<file path="src/rtl/nkmm_daspc_seq_if.sv">
// nkmm_daspc_seq_if: job control, operand-read issue, product return and
// result hand-off signals of the nkmm_daspc_seq accumulate sequencer.
//
// Result handshake (valid/ready): a result transfers on a rising edge where
// result_valid_o and result_ready_i are both 1. Once result_valid_o is
// raised it stays high and result_o stays unchanged until that transfer.
// result_ready_i may be raised before result_valid_o and may be held high.
interface nkmm_daspc_seq_if;
    logic        start_i;
    logic [7:0]  mpcand_base_i;
    logic [11:0] mplier_base_i;
    logic [7:0]  ntaps_i;
    logic        mpcand_dec_i;
    logic        busy_o;
    logic [7:0]  mpcand_addr_o;
    logic [11:0] mplier_addr_o;
    logic        rd_en_o;
    logic [31:0] prod_i;
    logic [31:0] result_o;
    logic        result_valid_o;
    logic        result_ready_i;

    // Sequencer side.
    modport slave (
        input  start_i, mpcand_base_i, mplier_base_i, ntaps_i, mpcand_dec_i,
        input  prod_i, result_ready_i,
        output busy_o, mpcand_addr_o, mplier_addr_o, rd_en_o,
        output result_o, result_valid_o
    );

    // Controller / memory / multiplier side.
    modport master (
        output start_i, mpcand_base_i, mplier_base_i, ntaps_i, mpcand_dec_i,
        output prod_i, result_ready_i,
        input  busy_o, mpcand_addr_o, mplier_addr_o, rd_en_o,
        input  result_o, result_valid_o
    );
endinterface

</file>
<file path="src/rtl/nkmm_daspc_seq.sv">
// nkmm_daspc_seq: issues ntaps operand reads (multiplicand walking up or down,
// multiplier walking up), accumulates the signed products that come back
// PIPE_LAT cycles later, and hands the 32-bit result over a valid/ready port.
// Optional macro DASPC_SEQ_SAT_EN: clamp result_o to the signed 32-bit range
// instead of taking the low 32 accumulator bits.
// PIPE_LAT must be at least 2; ACC_W must be at least 33.
module nkmm_daspc_seq #(
    parameter int PIPE_LAT = 7,
    parameter int ACC_W    = 40
) (
    input  logic                 clk,
    input  logic                 rst,
    nkmm_daspc_seq_if.slave      bus,
    output logic [1:0]           o_dbg_state
);
    typedef enum logic [1:0] {
        S_IDLE  = 2'd0,
        S_ISSUE = 2'd1,
        S_DRAIN = 2'd2,
        S_DONE  = 2'd3
    } state_t;

    state_t                  r_state;
    state_t                  w_state_nxt;
    logic [7:0]              r_remaining;
    logic [7:0]              r_mpcand_addr;
    logic [11:0]             r_mplier_addr;
    logic                    r_dec;
    logic [PIPE_LAT-1:0]     r_vpipe;
    logic signed [ACC_W-1:0] r_acc;

    logic                    w_busy;
    logic                    w_rd_en;
    logic                    w_valid;
    logic                    w_start;
    logic                    w_last_issue;
    logic                    w_prod_vld;
    logic signed [ACC_W-1:0] w_prod_ext;
    logic [31:0]             w_result;

    assign w_start      = (r_state == S_IDLE) && bus.start_i;
    assign w_last_issue = w_rd_en && (r_remaining == 8'd1);
    assign w_prod_vld   = r_vpipe[PIPE_LAT-1];
    assign w_prod_ext   = {{(ACC_W-32){bus.prod_i[31]}}, bus.prod_i};

    // State register; reset overrides everything and abandons any job.
    always_ff @(posedge clk) begin
        if (rst) begin
            r_state <= S_IDLE;
        end else begin
            r_state <= w_state_nxt;
        end
    end

    // Next-state and per-state output decode.
    always_comb begin
        w_state_nxt = r_state;
        w_busy      = 1'b1;
        w_rd_en     = 1'b0;
        w_valid     = 1'b0;
        case (r_state)
            S_IDLE: begin
                w_busy = 1'b0;
                if (bus.start_i) begin
                    w_state_nxt = (bus.ntaps_i == 8'd0) ? S_DONE : S_ISSUE;
                end
            end
            S_ISSUE: begin
                w_rd_en = 1'b1;
                if (r_remaining == 8'd1) begin
                    w_state_nxt = S_DRAIN;
                end
            end
            S_DRAIN: begin
                // Empty tracker means the last product was added last edge.
                if (r_vpipe == '0) begin
                    w_state_nxt = S_DONE;
                end
            end
            S_DONE: begin
                w_valid = 1'b1;
                if (bus.result_ready_i) begin
                    w_state_nxt = S_IDLE;
                end
            end
            default: w_state_nxt = S_IDLE;
        endcase
    end

    // Job latch and address walk; addresses hold the last issued value in DRAIN.
    always_ff @(posedge clk) begin
        if (rst) begin
            r_remaining   <= 8'd0;
            r_mpcand_addr <= 8'd0;
            r_mplier_addr <= 12'd0;
            r_dec         <= 1'b0;
        end else if (w_start) begin
            r_remaining   <= bus.ntaps_i;
            r_mpcand_addr <= bus.mpcand_base_i;
            r_mplier_addr <= bus.mplier_base_i;
            r_dec         <= bus.mpcand_dec_i;
        end else if (w_rd_en) begin
            r_remaining <= r_remaining - 8'd1;
            if (!w_last_issue) begin
                r_mpcand_addr <= r_dec ? (r_mpcand_addr - 8'd1) : (r_mpcand_addr + 8'd1);
                r_mplier_addr <= r_mplier_addr + 12'd1;
            end
        end
    end

    // Valid tracker: bit PIPE_LAT-1 marks the cycle a product is on prod_i.
    always_ff @(posedge clk) begin
        if (rst) begin
            r_vpipe <= '0;
        end else begin
            r_vpipe <= {r_vpipe[PIPE_LAT-2:0], w_rd_en};
        end
    end

    // Accumulator: cleared on job start, adds only tracked products.
    always_ff @(posedge clk) begin
        if (rst) begin
            r_acc <= '0;
        end else if (w_start) begin
            r_acc <= '0;
        end else if (w_prod_vld) begin
            r_acc <= r_acc + w_prod_ext;
        end
    end

`ifdef DASPC_SEQ_SAT_EN
    localparam logic signed [ACC_W-1:0] ACC_MAX = {{(ACC_W-31){1'b0}}, {31{1'b1}}};
    localparam logic signed [ACC_W-1:0] ACC_MIN = {{(ACC_W-31){1'b1}}, {31{1'b0}}};

    // Clamp the wide accumulator into the signed 32-bit result range.
    always_comb begin
        w_result = r_acc[31:0];
        if (r_acc > ACC_MAX) begin
            w_result = 32'h7FFF_FFFF;
        end else if (r_acc < ACC_MIN) begin
            w_result = 32'h8000_0000;
        end
    end
`else
    // Two's-complement wrap: the upper accumulator bits are simply dropped.
    logic w_unused_acc_hi;
    assign w_result        = r_acc[31:0];
    assign w_unused_acc_hi = ^r_acc[ACC_W-1:32];
`endif

    assign bus.busy_o         = w_busy;
    assign bus.rd_en_o        = w_rd_en;
    assign bus.result_valid_o = w_valid;
    assign bus.mpcand_addr_o  = r_mpcand_addr;
    assign bus.mplier_addr_o  = r_mplier_addr;
    assign bus.result_o       = w_result;
    assign o_dbg_state        = r_state;
endmodule

</file>
<file path="src/flat_wrapper.sv">
// flat-port wrapper written by rule: the top's interface ports become plain ports
module nkmm_daspc_seq_flat 
#(
    parameter int PIPE_LAT = 7,
    parameter int ACC_W    = 40
)
  (clk, rst, o_dbg_state, bus_start_i, bus_mpcand_base_i, bus_mplier_base_i, bus_ntaps_i, bus_mpcand_dec_i, bus_prod_i, bus_result_ready_i, bus_busy_o, bus_mpcand_addr_o, bus_mplier_addr_o, bus_rd_en_o, bus_result_o, bus_result_valid_o);
  nkmm_daspc_seq_if bus_i ();
  input  logic clk;
  input  logic rst;
  output logic [1:0] o_dbg_state;
  input wire logic [$bits(bus_i.start_i)-1:0] bus_start_i;
  input wire logic [$bits(bus_i.mpcand_base_i)-1:0] bus_mpcand_base_i;
  input wire logic [$bits(bus_i.mplier_base_i)-1:0] bus_mplier_base_i;
  input wire logic [$bits(bus_i.ntaps_i)-1:0] bus_ntaps_i;
  input wire logic [$bits(bus_i.mpcand_dec_i)-1:0] bus_mpcand_dec_i;
  input wire logic [$bits(bus_i.prod_i)-1:0] bus_prod_i;
  input wire logic [$bits(bus_i.result_ready_i)-1:0] bus_result_ready_i;
  output wire logic [$bits(bus_i.busy_o)-1:0] bus_busy_o;
  output wire logic [$bits(bus_i.mpcand_addr_o)-1:0] bus_mpcand_addr_o;
  output wire logic [$bits(bus_i.mplier_addr_o)-1:0] bus_mplier_addr_o;
  output wire logic [$bits(bus_i.rd_en_o)-1:0] bus_rd_en_o;
  output wire logic [$bits(bus_i.result_o)-1:0] bus_result_o;
  output wire logic [$bits(bus_i.result_valid_o)-1:0] bus_result_valid_o;
  assign bus_i.start_i = bus_start_i;
  assign bus_i.mpcand_base_i = bus_mpcand_base_i;
  assign bus_i.mplier_base_i = bus_mplier_base_i;
  assign bus_i.ntaps_i = bus_ntaps_i;
  assign bus_i.mpcand_dec_i = bus_mpcand_dec_i;
  assign bus_i.prod_i = bus_prod_i;
  assign bus_i.result_ready_i = bus_result_ready_i;
  assign bus_busy_o = bus_i.busy_o;
  assign bus_mpcand_addr_o = bus_i.mpcand_addr_o;
  assign bus_mplier_addr_o = bus_i.mplier_addr_o;
  assign bus_rd_en_o = bus_i.rd_en_o;
  assign bus_result_o = bus_i.result_o;
  assign bus_result_valid_o = bus_i.result_valid_o;
  nkmm_daspc_seq #(.PIPE_LAT(PIPE_LAT), .ACC_W(ACC_W)) u_core (.clk(clk), .rst(rst), .bus(bus_i), .o_dbg_state(o_dbg_state));
endmodule
</file>
<file path="config.mk">
export PLATFORM = sky130hd
export DESIGN_NAME = nkmm_daspc_seq_flat
export DESIGN_NICKNAME = d
export VERILOG_FILES = /design/src/rtl/nkmm_daspc_seq_if.sv /design/src/rtl/nkmm_daspc_seq.sv /design/src/flat_wrapper.sv
export SDC_FILE = /design/constraint.sdc
export NUM_CORES = 1
export LEC_CHECK = 0
export ABC_AREA = 0
export CAP_MARGIN = 30
export CORE_MARGIN = 4
export CORE_UTILIZATION = 50
export CTS_CLUSTER_SIZE = 25
export DETAILED_ROUTE_END_ITERATION = 8
export DONT_BUFFER_PORTS = 1
export GPL_TIMING_DRIVEN = 0
export PLACE_DENSITY = 0.68
export SLEW_MARGIN = 10
export SYNTH_ARGS = -nofsm -noshare
export SYNTH_HDL_FRONTEND = slang
export SYNTH_SLANG_ARGS = --single-unit
</file>
<file path="constraint.sdc">
create_clock -name clk -period 2.65 [get_ports clk]
set_input_delay 0.53 -clock clk [delete_from_list [all_inputs] [get_ports clk]]
set_output_delay 0.53 -clock clk [all_outputs]
set_load 0.05 [all_outputs]
</file>
==> results by group <==
Timing
  – Final Skew: about 0.0089 ns
  – Final hold slack: approximately 0.32 ns
  – Period utilization: 102%
  – Post-layout min period: 2.71 ns
  – Achievable Freq: roughly 0.37 GHz
  – Final Max Slew Viols: 0
  – Fin Setup TNS: -0.130 ns
  – Max_slew headroom: 49.1%
  – Worst-Margin Slew: 0.764 ns
  – Setup violators final: 3
  – Worst setup margin: -0.0644 ns
  – Final hold violations: 0
  – RSZ-0062 raised after global routing: true

Synth
  – Avg Synthesized Cell Area: 8.30 um^2
  – Gate Count Post-Synth: roughly 570
  – Flops & latches, synth: 70
  – Seq/Total Area, Yosys: 29.5%
  – Synth Warn #: 0
  – Mapped Area: between 0.004 and 0.005 mm^2
  – Async set-or-reset flop fraction in the synthesized netlist: 0%
  – EDFF count, synth: 0
  – Most common flop cell mapped by yosys: dfxtp_1
  – Synthesized Nets: 684
  – Synth cell types: 58

Power
  – Pwr Density: 754 mW/mm^2
  – Clk network pwr share: between 20% and 30%
  – Comb power frac: 31.4%
  – Switch share: between 40% and 50%
  – Switch Pwr: 0.00179 W
  – Leak: 2.10 nW
  – Sequential power share: 44.6%
  – Internal power: 0.00222 W
  – Peak VDD IR: between 0.0005 and 0.0006 V

Floorplanning
  – Core area: approximately 0.0092 mm^2
  – Chip width: 105 um
  – DIE HEIGHT: 105 um
  – Die ar.: 0.0111 mm^2
  – Core Rows: 35
  – Top Ports: roughly 120
  – Initial Util: between 50% and 60%

Layout
  – Nets: 699
  – Finished Layout Cells: 720
  – Share of post-route cells with drive strength above 1: 13.5%
  – Synthesis-to-layout area growth: 12.2%
  – FF/Latch Area: 0.00145 mm^2
  – Filler cell count: 856
  – Utilization after layout: 57.6%
  – Multi-input logic area: 0.00333 mm^2
  – N_diodes: 0

Route
  – Routed Wire Length: 12.3 mm
  – Initial DRC count: between 100 and 150
  – WL/cell: 17.1 um
  – Via count: 4,279
  – Vias per std cell: 5.94
  – DRT Pass-1 Iters: 4
  – Final ANT Viol Nets: 0
  – Drc violations: 0

Min path
  – Worst Min Path Start: bus_mpcand_dec_i
  – Worst Hold End: u_core.r_dec
  – Hold Crit Class: in -> reg
  – Hold Crit Depth: 2

Setup path
  – Reg2reg setup slack: -0.06 ns
  – RR Startpoint: u_core.r_acc[0]
  – Crit path buffers/inverters: 0
  – Worst-path cell chain: ha_4 > fa_2 > a21oi_4 > o211ai_2 > a21oi_2 > o21ai_2 > a221oi_4 > a41oi_2 > a22oi_2 > mux2i_1 > o21ai_1
  – Setup CP Type: reg -> reg
  – Worst Path Required: about 2.9 ns
  – CP peak stage delay: 0.42 ns
  – Crit Path Max Fanout: 4
  – Worst reg2reg endpoint: u_core.r_acc[28]
  – Top delay family on crit path: compound AO/OA/AOI/OAI gates
  – CP Data Arrival Time: 2.94 ns
  – Worst Reg2Reg Path Length in Cells: 11
  – Slowest-stage cell, CP: dfxtp_4
  – Critical path capture point type: register
  – CP Launch Type: register

Clocking
  – H-tree depth: 3
  – CTS buffer count: 9
  – CTS Root Cell: clkbuf_8
  – Clock tree buffer depth: 2
  – Post-CTS Hold Buffers: 0
  – TritonCTS clock tree: yes
  – Clock Latency Late Sink: 0.35 ns
  – CTS sink count: 70
  – CTS clk-pin slew, worst paths: about 0.080 ns

Placed design
  – # port buffers: 0
  – Dpl hpwl: 9.31 mm
  – Cells after DPL: about 700
  – GP Congestion: 0.880

GRT
  – Vias in the first global route: 4,271
  – First-pass GRT wire length: 20.3 mm
  – Initial antenna violation count: 0
  – Largest net degree at the start of global routing: 13
  – Total gr overflow: 0
  – GRT Total Usage: 22.2%

Outcome
  – Status: finished, violations left
  – Failing checks: negative setup slack

Flow run
  – Max Cap Viol: 0
[cell usage after synthesis (3+ instances only)]
master    instances  share of area [%]
nor2_1           74                5.9
dfxtp_1          70                 30
nand2_1          50                4.0
ha_1             45                 12
a21oi_1          37                3.9
mux2i_1          25                5.3
xnor2_1          24                4.4
a211oi_1         21                3.3
o21ai_0          21                2.2
xor2_1           19                3.5
clkbuf_1         18                1.4
a21o_1           17                2.7
nand3_1          15                1.6
nor2b_1          14                1.8
inv_1            13                1.0
nor3_1           10                1.1
a311oi_1          7                1.3
o211ai_1          6               0.95
o21a_1            6               0.95
or3_1             6               0.79
and3_1            5               0.66
nand4_1           5               0.66
a21oi_2           4               0.74
nor4_1            4               0.53
nor4b_1           4               0.74
o21ai_1           4               0.42
o22ai_1           4               0.53
nand2b_1          3               0.40
nor3b_1           3               0.47
[worst max path at each step]
| stage | start | cells after the start | end | slack [ns] |
|---|---|---|---|---|
| 2_1_floorplan | bus_prod_i[0] | 11 | u_core.r_acc[28] | -0.07 |
| 3_3_place_gp | u_core.r_acc[2] | 10 | u_core.r_acc[28] | -0.38 |
| 3_5_place_dp | u_core.r_acc[2] | 10 | u_core.r_acc[28] | -0.39 |
| 4_1_cts | u_core.r_acc[0] | 11 | u_core.r_acc[28] | -0.07 |
| 5_1_grt | u_core.r_acc[0] | 11 | u_core.r_acc[28] | -0.18 |
| 6_report | u_core.r_acc[0] | 11 | u_core.r_acc[28] | -0.06 |
[registers in the layout (all words and copies together), names as in the netlist]
| register | flops |
|---|---|
| u_core.r_remaining | 8 |
| u_core.bus.mplier_addr_o | 12 |
| u_core.r_dec | 1 |
| u_core.bus.mpcand_addr_o | 8 |
| u_core.r_acc | 32 |
| u_core.r_vpipe | 7 |
| u_core.o_dbg_state | 2 |
[stage by stage]
stage	cell area (um^2)	power, W	setup slack (ns)
6_report	5320	0.00401	-0.0644
2_1_floorplan	4780	0.00272	-0.0712
4_1_cts	5250	0.00402	-0.0727
5_1_grt	5320	0.00425	-0.185
3_5_place_dp	4940	0.00302	-0.386
3_3_place_gp	4940	0.00297	-0.380
[metal layers]
metal	up-vias	share of wire, %	global-route usage [%]
met1	2027	41	25.9
met5	-	0	0
met2	126	49	38.7
li1	2109	-	-
met3	17	7.9	6.67
met4	0	1.7	7.12
[logic make-up (layout without fill, tap and decap cells)]
logic type / Yosys count / count (layout) / synth area share (%)
adders and majority gates: 47 / 47 / 12.7
AOI/OAI and AO/OA: 150 / 150 / 21.6
muxes: 25 / 25 / 5.27
and+or+nand+nor: 202 / 202 / 20.1
xor gates and xnor gates: 43 / 43 / 7.93
DFF: 70 / 70 / 29.5
buffers and inverters: 35 / 54 / 2.82
[area by class of cell]
| type | instances | share of cell area, % |
|---|---|---|
| Multi-Input combinational cell | 467 | 62.5 |
| Inverter | 13 | 0.917 |
| Clock buffer | 9 | 2.33 |
| Timing Repair Buffer | 5 | 0.705 |
| Buffer | 21 | 1.60 |
| Clock inverter | 6 | 1.62 |
| Tap cell | 129 | 3.03 |
| Sequential cell | 70 | 27.3 |
[power groups by stage]
stage / clock network (W) / logic (W) / registers, W
floorplan: 0 / 0.000970 / 0.00176
global placement: 0 / 0.00117 / 0.00180
detailed placement: 0 / 0.00121 / 0.00181
CTS: 0.000981 / 0.00125 / 0.00179
global route: 0.00102 / 0.00141 / 0.00182
finish: 0.000964 / 0.00126 / 0.00179
[worst reg2reg max path, cell delays in order, from the launching register on]
cell,delay (ns)
dfxtp_4,0.42
ha_4,0.19
fa_2,0.39
a21oi_4,0.18
o211ai_2,0.11
a21oi_2,0.17
o21ai_2,0.11
a221oi_4,0.36
a41oi_2,0.21
a22oi_2,0.18
mux2i_1,0.20
o21ai_1,0.08
[repair_timing]
item | CTS | global route
buffers inserted | 2 | 3
pin swaps | 6 | 8
resized for setup | 32 | 22
endpoints found under the setup margin | 36 | 19
endpoints found under the hold margin | 0 | 0
[cell usage in the layout, fill, tap and decap left out, types with 3 or more instances in the layout]
master	instances
a211oi_1	20
a21o_1	17
a21oi_1	34
a21oi_2	6
a311oi_1	7
and3_1	5
buf_4	5
clkbuf_1	14
clkbuf_2	4
clkbuf_8	9
dfxtp_1	43
dfxtp_2	20
dfxtp_4	7
ha_1	41
inv_1	13
mux2i_1	25
nand2_1	50
nand2b_1	3
nand3_1	15
nand4_1	5
nor2_1	74
nor2b_1	14
nor3_1	10
nor3b_1	3
nor4_1	3
nor4b_1	4
o211ai_1	6
o21a_1	6
o21ai_0	20
o21ai_1	4
o22ai_1	4
or3_1	6
xnor2_1	24
xor2_1	19
Power figures use the tool's default switching activity.
